<file path="config.mk">
export PLATFORM = sky130hd
export DESIGN_NAME = pipeline_ctrl
export DESIGN_NICKNAME = d
export VERILOG_FILES = /design/src/rtl/pipeline_ctrl.sv
export SDC_FILE = /design/constraint.sdc
export NUM_CORES = 1
export LEC_CHECK = 0
export CORE_MARGIN = 2
export CORE_UTILIZATION = 49
export DETAILED_ROUTE_END_ITERATION = 8
export PLACE_DENSITY_LB_ADDON = 0.2
export REMOVE_ABC_BUFFERS = 1
export SKIP_LAST_GASP = 1
export SYNTH_ARGS = -nofsm -noshare
export SYNTH_HDL_FRONTEND = slang
export SYNTH_SLANG_ARGS = --single-unit
export TNS_END_PERCENT = 1
</file>
<file path="constraint.sdc">
create_clock -name CLK -period 3.63 [get_ports CLK]
set_clock_uncertainty 0.05 [all_clocks]
set_input_delay 0.5445 -clock CLK [delete_from_list [all_inputs] [get_ports CLK]]
set_output_delay 0.5445 -clock CLK [all_outputs]
set_load 0.005 [all_outputs]
</file>
<file path="src/rtl/pipeline_ctrl.sv">
// Hazard and sequencing controller for a five-stage pipeline: drives pipe register
// enable/flush pairs and the PC enable, and keeps saturating stall/flush counters.
module pipeline_ctrl #(
   parameter int CNT_W = 16
) (
   input  logic             CLK,
   input  logic             RST,
   input  logic             ihit,
   input  logic             dhit,
   input  logic             mem_dREN,
   input  logic             mem_dWEN,
   input  logic             ex_dREN,
   input  logic [4:0]       ex_wsel,
   input  logic [4:0]       id_rs,
   input  logic [4:0]       id_rt,
   input  logic             id_uses_rt,
   input  logic             ex_redirect,
   input  logic             wb_halt,
   output logic             pc_en,
   output logic             ifid_en,
   output logic             ifid_flush,
   output logic             idex_en,
   output logic             idex_flush,
   output logic             exmem_en,
   output logic             exmem_flush,
   output logic             memwb_en,
   output logic             memwb_flush,
   output logic             halt,
   output logic [CNT_W-1:0] stall_cnt,
   output logic [CNT_W-1:0] flush_cnt
);

   localparam logic [1:0] S_RUN    = 2'd0;
   localparam logic [1:0] S_DWAIT  = 2'd1;
   localparam logic [1:0] S_HALTED = 2'd2;

   logic [1:0]       state_reg, state_next;
   logic             halt_reg;
   logic             dbusy, load_use;
   logic [1:0]       cnt_inc;
   logic [CNT_W-1:0] cnt_reg [0:1];

   assign dbusy    = (mem_dREN | mem_dWEN) & ~dhit;
   assign load_use = ex_dREN & (ex_wsel != 5'd0) &
                     ((ex_wsel == id_rs) | (id_uses_rt & (ex_wsel == id_rt)));

   always_comb begin
      pc_en       = 1'b0;
      ifid_en     = 1'b0;
      ifid_flush  = 1'b0;
      idex_en     = 1'b0;
      idex_flush  = 1'b0;
      exmem_en    = 1'b0;
      exmem_flush = 1'b0;
      memwb_en    = 1'b0;
      memwb_flush = 1'b0;
      cnt_inc     = 2'b00;
      state_next  = state_reg;
      if (RST) begin
         ifid_flush  = 1'b1;
         idex_flush  = 1'b1;
         exmem_flush = 1'b1;
         memwb_flush = 1'b1;
         state_next  = S_RUN;
      end else if (state_reg != S_HALTED) begin
         // A pending data access freezes everything upstream, including a held redirect.
         if (dbusy) begin
            memwb_en    = 1'b1;
            memwb_flush = 1'b1;
            cnt_inc[0]  = 1'b1;
         end else if (ex_redirect) begin
            pc_en      = 1'b1;
            ifid_flush = 1'b1;
            idex_flush = 1'b1;
            exmem_en   = 1'b1;
            memwb_en   = 1'b1;
            cnt_inc[1] = 1'b1;
         end else if (load_use) begin
            idex_flush = 1'b1;
            exmem_en   = 1'b1;
            memwb_en   = 1'b1;
            cnt_inc[0] = 1'b1;
         end else if (!ihit) begin
            ifid_en    = 1'b1;
            ifid_flush = 1'b1;
            idex_en    = 1'b1;
            exmem_en   = 1'b1;
            memwb_en   = 1'b1;
            cnt_inc[0] = 1'b1;
         end else begin
            pc_en    = 1'b1;
            ifid_en  = 1'b1;
            idex_en  = 1'b1;
            exmem_en = 1'b1;
            memwb_en = 1'b1;
         end
         if (dbusy)
            state_next = S_DWAIT;
         else if (wb_halt)
            state_next = S_HALTED;
         else
            state_next = S_RUN;
      end
   end

   always_ff @(posedge CLK) begin
      if (RST) begin
         state_reg <= S_RUN;
         halt_reg  <= 1'b0;
      end else begin
         state_reg <= state_next;
         halt_reg  <= (state_next == S_HALTED);
      end
   end

   generate
      for (genvar gi = 0; gi < 2; gi++) begin : g_cnt
         always_ff @(posedge CLK) begin
            if (RST)
               cnt_reg[gi] <= '0;
            else if (cnt_inc[gi] && (cnt_reg[gi] != {CNT_W{1'b1}}))
               cnt_reg[gi] <= cnt_reg[gi] + {{(CNT_W-1){1'b0}}, 1'b1};
         end
      end
   endgenerate

   assign halt      = halt_reg;
   assign stall_cnt = cnt_reg[0];
   assign flush_cnt = cnt_reg[1];

endmodule

</file>
==> flow_summary.yaml, run 1 <==
worst_hold_path:
  hold_class: "reg -> reg"
  hp-start: "state_reg[0]"
  worst_hold_path.endpoint: "state_reg[0]"
  whs_path_depth: 2
global_route:
  track_usage: 0.194
  grt_pass1_vias: 1486
  overflow: 0
  grt_max_degree: 18
  grt_pass1_wl_um: 6720
  antenna_found_initial: 0
timing:
  setup_tns_ns: 0
  fin_crit_ns: 3.25
  clock.fmax_mhz: 308
  rsz0062_at_grt: "no"
  min_period_over_period: 0.894
  tightest_slew_ns: 0.770
  maxSlewHeadroom: 0.487
  drv_slew: 0
  hold_viol: 0
  hold-worst-slack_ns: 0.534
  setup_violations: 0
detailed_routing:
  drt_iter0_markers: 89
  ant_nets: 0
  wire_per_inst_um: 13.7
  drtPass1Iterations: 4
  routed_wl_um: 4340
  drc_errors: 0
  vias: 1662
  via_per_inst: 5.26
synthesis:
  ys.flop_type: "edfxtp_1"
  syn-cell-area_um2: 2020
  yosysMostFrequentCell: "edfxtp_1"
  syn_avg_cell_area_um2: 10.3
  yosysWarnings: 0
  yosysSeqAreaShare: 0.505
  yosysTopAreaCellShare: 0.475
  ys_async_sr_fraction: 0
  synth_top_area_cell: "edfxtp_1"
  synth-edff-count: 32
  ys_top_cells_by_count: "edfxtp_1 (32), nor2_1 (29), xnor2_1 (24), nor3_1 (18)"
  synth_cell_types: 35
  synth_area_leaders: "edfxtp_1 (48%), xnor2_1 (10%), xor2_1 (5.6%)"
  ys_ff_latch: 35
  synthCells: 197
die:
  rows: 23
  initial_utilization: 0.509
  ios: 67
  die_y_um: 68.2
  dieArea_um2: 4660
  core_area_um2: 3970
  die_w_um: 68.2
clock_tree:
  cts_num_sinks: 35
  post_cts_buffers: 0
  cts_buffers: 5
  htreeDepth: 2
  root_buffer: "clkbuf_8"
  cts-hold-fix-buffers: 0
  cts_resized: 0
  clk_pin_slew_worst_paths_ns: 0.07
  cts_max_path_buffers: 2
  cts_tree: "built"
  clock_latency_ns: 0.28
critical_path:
  r2r_end: "cnt_reg[0][10]"
  ff2ff_path_depth: 7
  startpoint_type: "input port"
  worstPathCellList: "clkdlybuf4s50_1, or4_1, o21ai_1, nor2b_1, o41ai_1, clkdlybuf4s50_1"
  end_kind: "output pin"
  path_delay_family: "buffers and inverters"
  r2r-start: "cnt_reg[0][0]"
  required_ns: 3.04
  path_class: "in -> out"
  crit_path_top_delay_cell: "clkdlybuf4s50_1"
  crit_fanout: 4
  cp.arrival_ns: 2.65
  cpPeakStageDelay_ns: 0.56
  reg2reg_slack_ns: 1.07
  cp_common_cell: "clkdlybuf4s50_1"
  cp_num_buf_inv: 2
finish:
  stdcell_area_um2: 2850
  drive_gt1_frac: 0.0677
  fin_nets: 292
  area_growth_pct: 40.9
  antenna_cells: 0
  largest_register_ffs: 32
status:
  status: "finished clean"
job:
  maxCapViolations: 0
placed_design:
  hpwl_um: 3270
  portBuffers: 66
  dpl_cell_area_um2: 2710
  gp_congestion: 0.778
pwr:
  max-vdd-ir-drop_uv: 338
  power_leakage_uw: 0.000985
  power_density_nw_per_um2: 392
## worst min-delay path, stage by stage (launching register included)
cell,delay [ns]
dfxtp_1,0.31
nor2b_1,0.10
nor3_1,0.13
## metal layers
metal  part of all wire  wire length (um)  GRT usage
met1               0.44              1890      0.246
met2               0.51              2210      0.326
met5                  0                 0          0
met3              0.042               183     0.0461
met4              0.012                53     0.0600
## report_power, final
| part | total (uW) | internal, uW | switching, uW |
|---|---|---|---|
| logic | 195 | 118 | 77.5 |
| registers | 509 | 475 | 33.5 |
| clock network | 412 | 274 | 139 |
## worst max path at each step
stage,start,endpoint,cells past startpoint
final,ex_wsel[1],ifid_flush,6
after floorplan,mem_dWEN,cnt_reg[1][0],5
after detailed placement,ex_wsel[1],ifid_flush,6
after CTS,ex_wsel[1],ifid_flush,6
after global routing,ex_wsel[1],idex_en,6
after global placement,ex_wsel[1],ifid_flush,6
## cells in the final DEF, fill, tap and decap left out, types with 5 or more instances in the layout
cell             count
and3_1              10
clkbuf_8             5
clkdlybuf4s50_1     66
edfxtp_1            32
nand2_1             10
nand3_1             13
nor2_1              29
nor3_1              18
xnor2_1             24
xor2_1              13
## cells by family after synthesis
logic type	Yosys count	share of synthesized area
AND/OR/NAND/NOR	96	0.238
adder cells (fa/ha/maj)	2	0.0124
XOR/XNOR	37	0.160
AO/OA/AOI/OAI	14	0.0483
buffers and inverters	13	0.0365
flip-flops	35	0.505
## area by class of cell
cell class / count / area (um^2)
inverter: 5 / 18.8
clock buffer: 5 / 68.8
fill: 310 / 1120
multi-input combinational: 149 / 927
sequential: 35 / 1020
tap: 50 / 62.6
timing repair buffer: 69 / 683
clock inverter: 3 / 67.6
## stage by stage
stage          std cells  total power, uW  worst slack [ns]   util
6_report             316             1120             0.384  0.717
2_1_floorplan        189              590              1.16      -
3_5_place_dp         308              713             0.371  0.683
3_3_place_gp         308              709             0.415  0.683
4_1_cts              316             1130             0.375  0.717
5_1_grt              316             1170             0.199  0.717
No activity file was read; power rests on OpenSTA's default activity.
==> inputs of run 2 (changes only) <==
--- a/config.mk
+++ b/config.mk
@@ -5,6 +5,7 @@
 export SDC_FILE = /design/constraint.sdc
 export NUM_CORES = 1
 export LEC_CHECK = 0
+export ABC_CLOCK_PERIOD_IN_PS = 3630
 export CORE_MARGIN = 2
 export CORE_UTILIZATION = 49
 export DETAILED_ROUTE_END_ITERATION = 8
==> results of run 2 <==
No change in the layout: final DEF, timing and power equal those of run 1.
==> inputs of run 3 (changes only) <==
--- a/config.mk
+++ b/config.mk
@@ -6,9 +6,10 @@
 export NUM_CORES = 1
 export LEC_CHECK = 0
 export ABC_CLOCK_PERIOD_IN_PS = 3630
-export CORE_MARGIN = 2
+export CORE_MARGIN = 3
 export CORE_UTILIZATION = 49
 export DETAILED_ROUTE_END_ITERATION = 8
+export DONT_BUFFER_PORTS = 1
 export PLACE_DENSITY_LB_ADDON = 0.2
 export REMOVE_ABC_BUFFERS = 1
 export SKIP_LAST_GASP = 1
==> run 3 against run 2 <==
  * Maximum frequency up 25%
  * Global-route usage down 1.8 points
  * Sequential share of layout area increased by 12 points
  * Register-to-register slack got worse by 0.05 ns
  * Power shrank 15%
  * Highest routed layer unchanged
==> flow_summary.yaml, run 3 (synthesized netlist as in run 1, its figures left out) <==
detailed_routing:
  routed_wl_um: 4180
  drtPass1Iterations: 4
  drc_errors: 0
  vias: 1456
  via_per_inst: 5.89
  ant_nets: 0
  drt_iter0_markers: 54
  wire_per_inst_um: 16.9
finish:
  drive_gt1_frac: 0.0804
  fin_nets: 225
  layout_commonest_cell: "edfxtp_1"
  fin_cells: 247
  mostFrequentLayoutCells: "edfxtp_1 (32), nor2_1 (29), xnor2_1 (24), nor3_1 (18)"
  largest_register_ffs: 32
  area_growth_pct: 6.31
  fillers: 349
  antenna_cells: 0
global_route:
  grt_max_degree: 18
  overflow: 0
  grt_pass1_vias: 1457
  grt_pass1_wl_um: 6850
  track_usage: 0.175
  antenna_found_initial: 0
placed_design:
  portBuffers: 0
  gp_congestion: 0.812
  dp.cells: 239
  hpwl_um: 3110
clock_tree:
  clk_pin_slew_worst_paths_ns: 0.07
  htreeDepth: 2
  cts_buffers: 5
  cts-hold-fix-buffers: 0
  cts_resized: 0
  cts_tree: "built"
  post_cts_buffers: 0
  cts_num_sinks: 35
  cts_max_path_buffers: 2
  clock_latency_ns: 0.29
  root_buffer: "clkbuf_8"
die:
  core_area_um2: 3830
  dieArea_um2: 4930
  ios: 67
  rows: 22
  die_w_um: 70.2
  die_y_um: 70.2
  initial_utilization: 0.528
pwr:
  max-vdd-ir-drop_uv: 244
  power_leakage_uw: 0.000721
  power_density_nw_per_um2: 444
status:
  status: "finished clean"
critical_path:
  crit_fanout: 16
  path_class: "reg -> reg"
  startpoint_type: "flip-flop"
  end_kind: "flip-flop"
  cp.arrival_ns: 2.51
  required_ns: 3.54
timing:
  clock.fmax_mhz: 384
  fin_crit_ns: 2.61
  setup_tns_ns: 0
  drv_slew: 0
  tightest_slew_ns: 0.823
  rsz0062_at_grt: "no"
  maxSlewHeadroom: 0.451
  min_period_over_period: 0.718
  setup_violations: 0
  hold_viol: 0
job:
  maxCapViolations: 0
worst_hold_path:
  hold_class: "in -> reg"
run 3: cell types whose count changed in the layout (fill, tap and decap cells not counted), sizes merged:
cell,delta
buf,-1
bufinv,-1
clkdlybuf4s50,-66
clkinv,+2
clkinvlp,-1
run 3: through the flow:
stage	utilization	hold slack [ns]	worst slack, ns	area (um^2)	power [uW]
CTS	0.562	0.267	1.01	2150	963
detailed placement	0.534	0.515	1.02	2040	620
floorplan	-	0.474	1.16	1970	590
global route	0.562	0.267	0.857	2150	997
global placement	0.534	0.503	1.13	2040	615
finish	0.562	0.275	1.02	2150	954
run 3: power breakdown:
group | leakage, uW | internal (uW) | switching [uW] | total [uW]
registers | 0.000363 | 476 | 40.6 | 517
clock network | 0.0000556 | 201 | 143 | 344
logic | 0.000302 | 40.4 | 53.8 | 94.2
total | 0.000721 | 717 | 237 | 954
run 3: cell type report:
type / instances / area [um^2] / area share
Sequential cell: 35 / 1020 / 0.475
Multi-Input combinational cell: 149 / 927 / 0.431
Clock buffer: 5 / 68.8 / 0.0320
Tap cell: 48 / 60.1 / 0.0279
Clock inverter: 3 / 38.8 / 0.0180
Inverter: 5 / 18.8 / 0.00873
Timing Repair Buffer: 2 / 15.0 / 0.00698
run 3: routing by layer:
metal / wire (um) / global-route usage / share of wire
met5: 0 / 0 / 0
met4: 55 / 0.0809 / 0.013
met3: 468 / 0.0748 / 0.11
met2: 2080 / 0.279 / 0.50
met1: 1580 / 0.203 / 0.38
run 3: path summary, 6_finish.rpt:
path / startpoint / endpoint / slack (ns) / cells after the start
hold / removal: RST / state_reg[0] / 0.27 / 1
setup / recovery: cnt_reg[0][0] / cnt_reg[0][8] / 1.02 / 6
setup reg to reg: cnt_reg[0][0] / cnt_reg[0][8] / 1.02 / 6
hold reg to reg: state_reg[0] / state_reg[0] / 0.52 / 2
run 3: worst max-delay path: stages (launching register included):
cell	delay [ns]
edfxtp_1	0.45
ha_1	0.25
nand3_1	0.12
or4_4	0.55
o31a_1	0.28
inv_2	0.23
o21bai_2	0.33
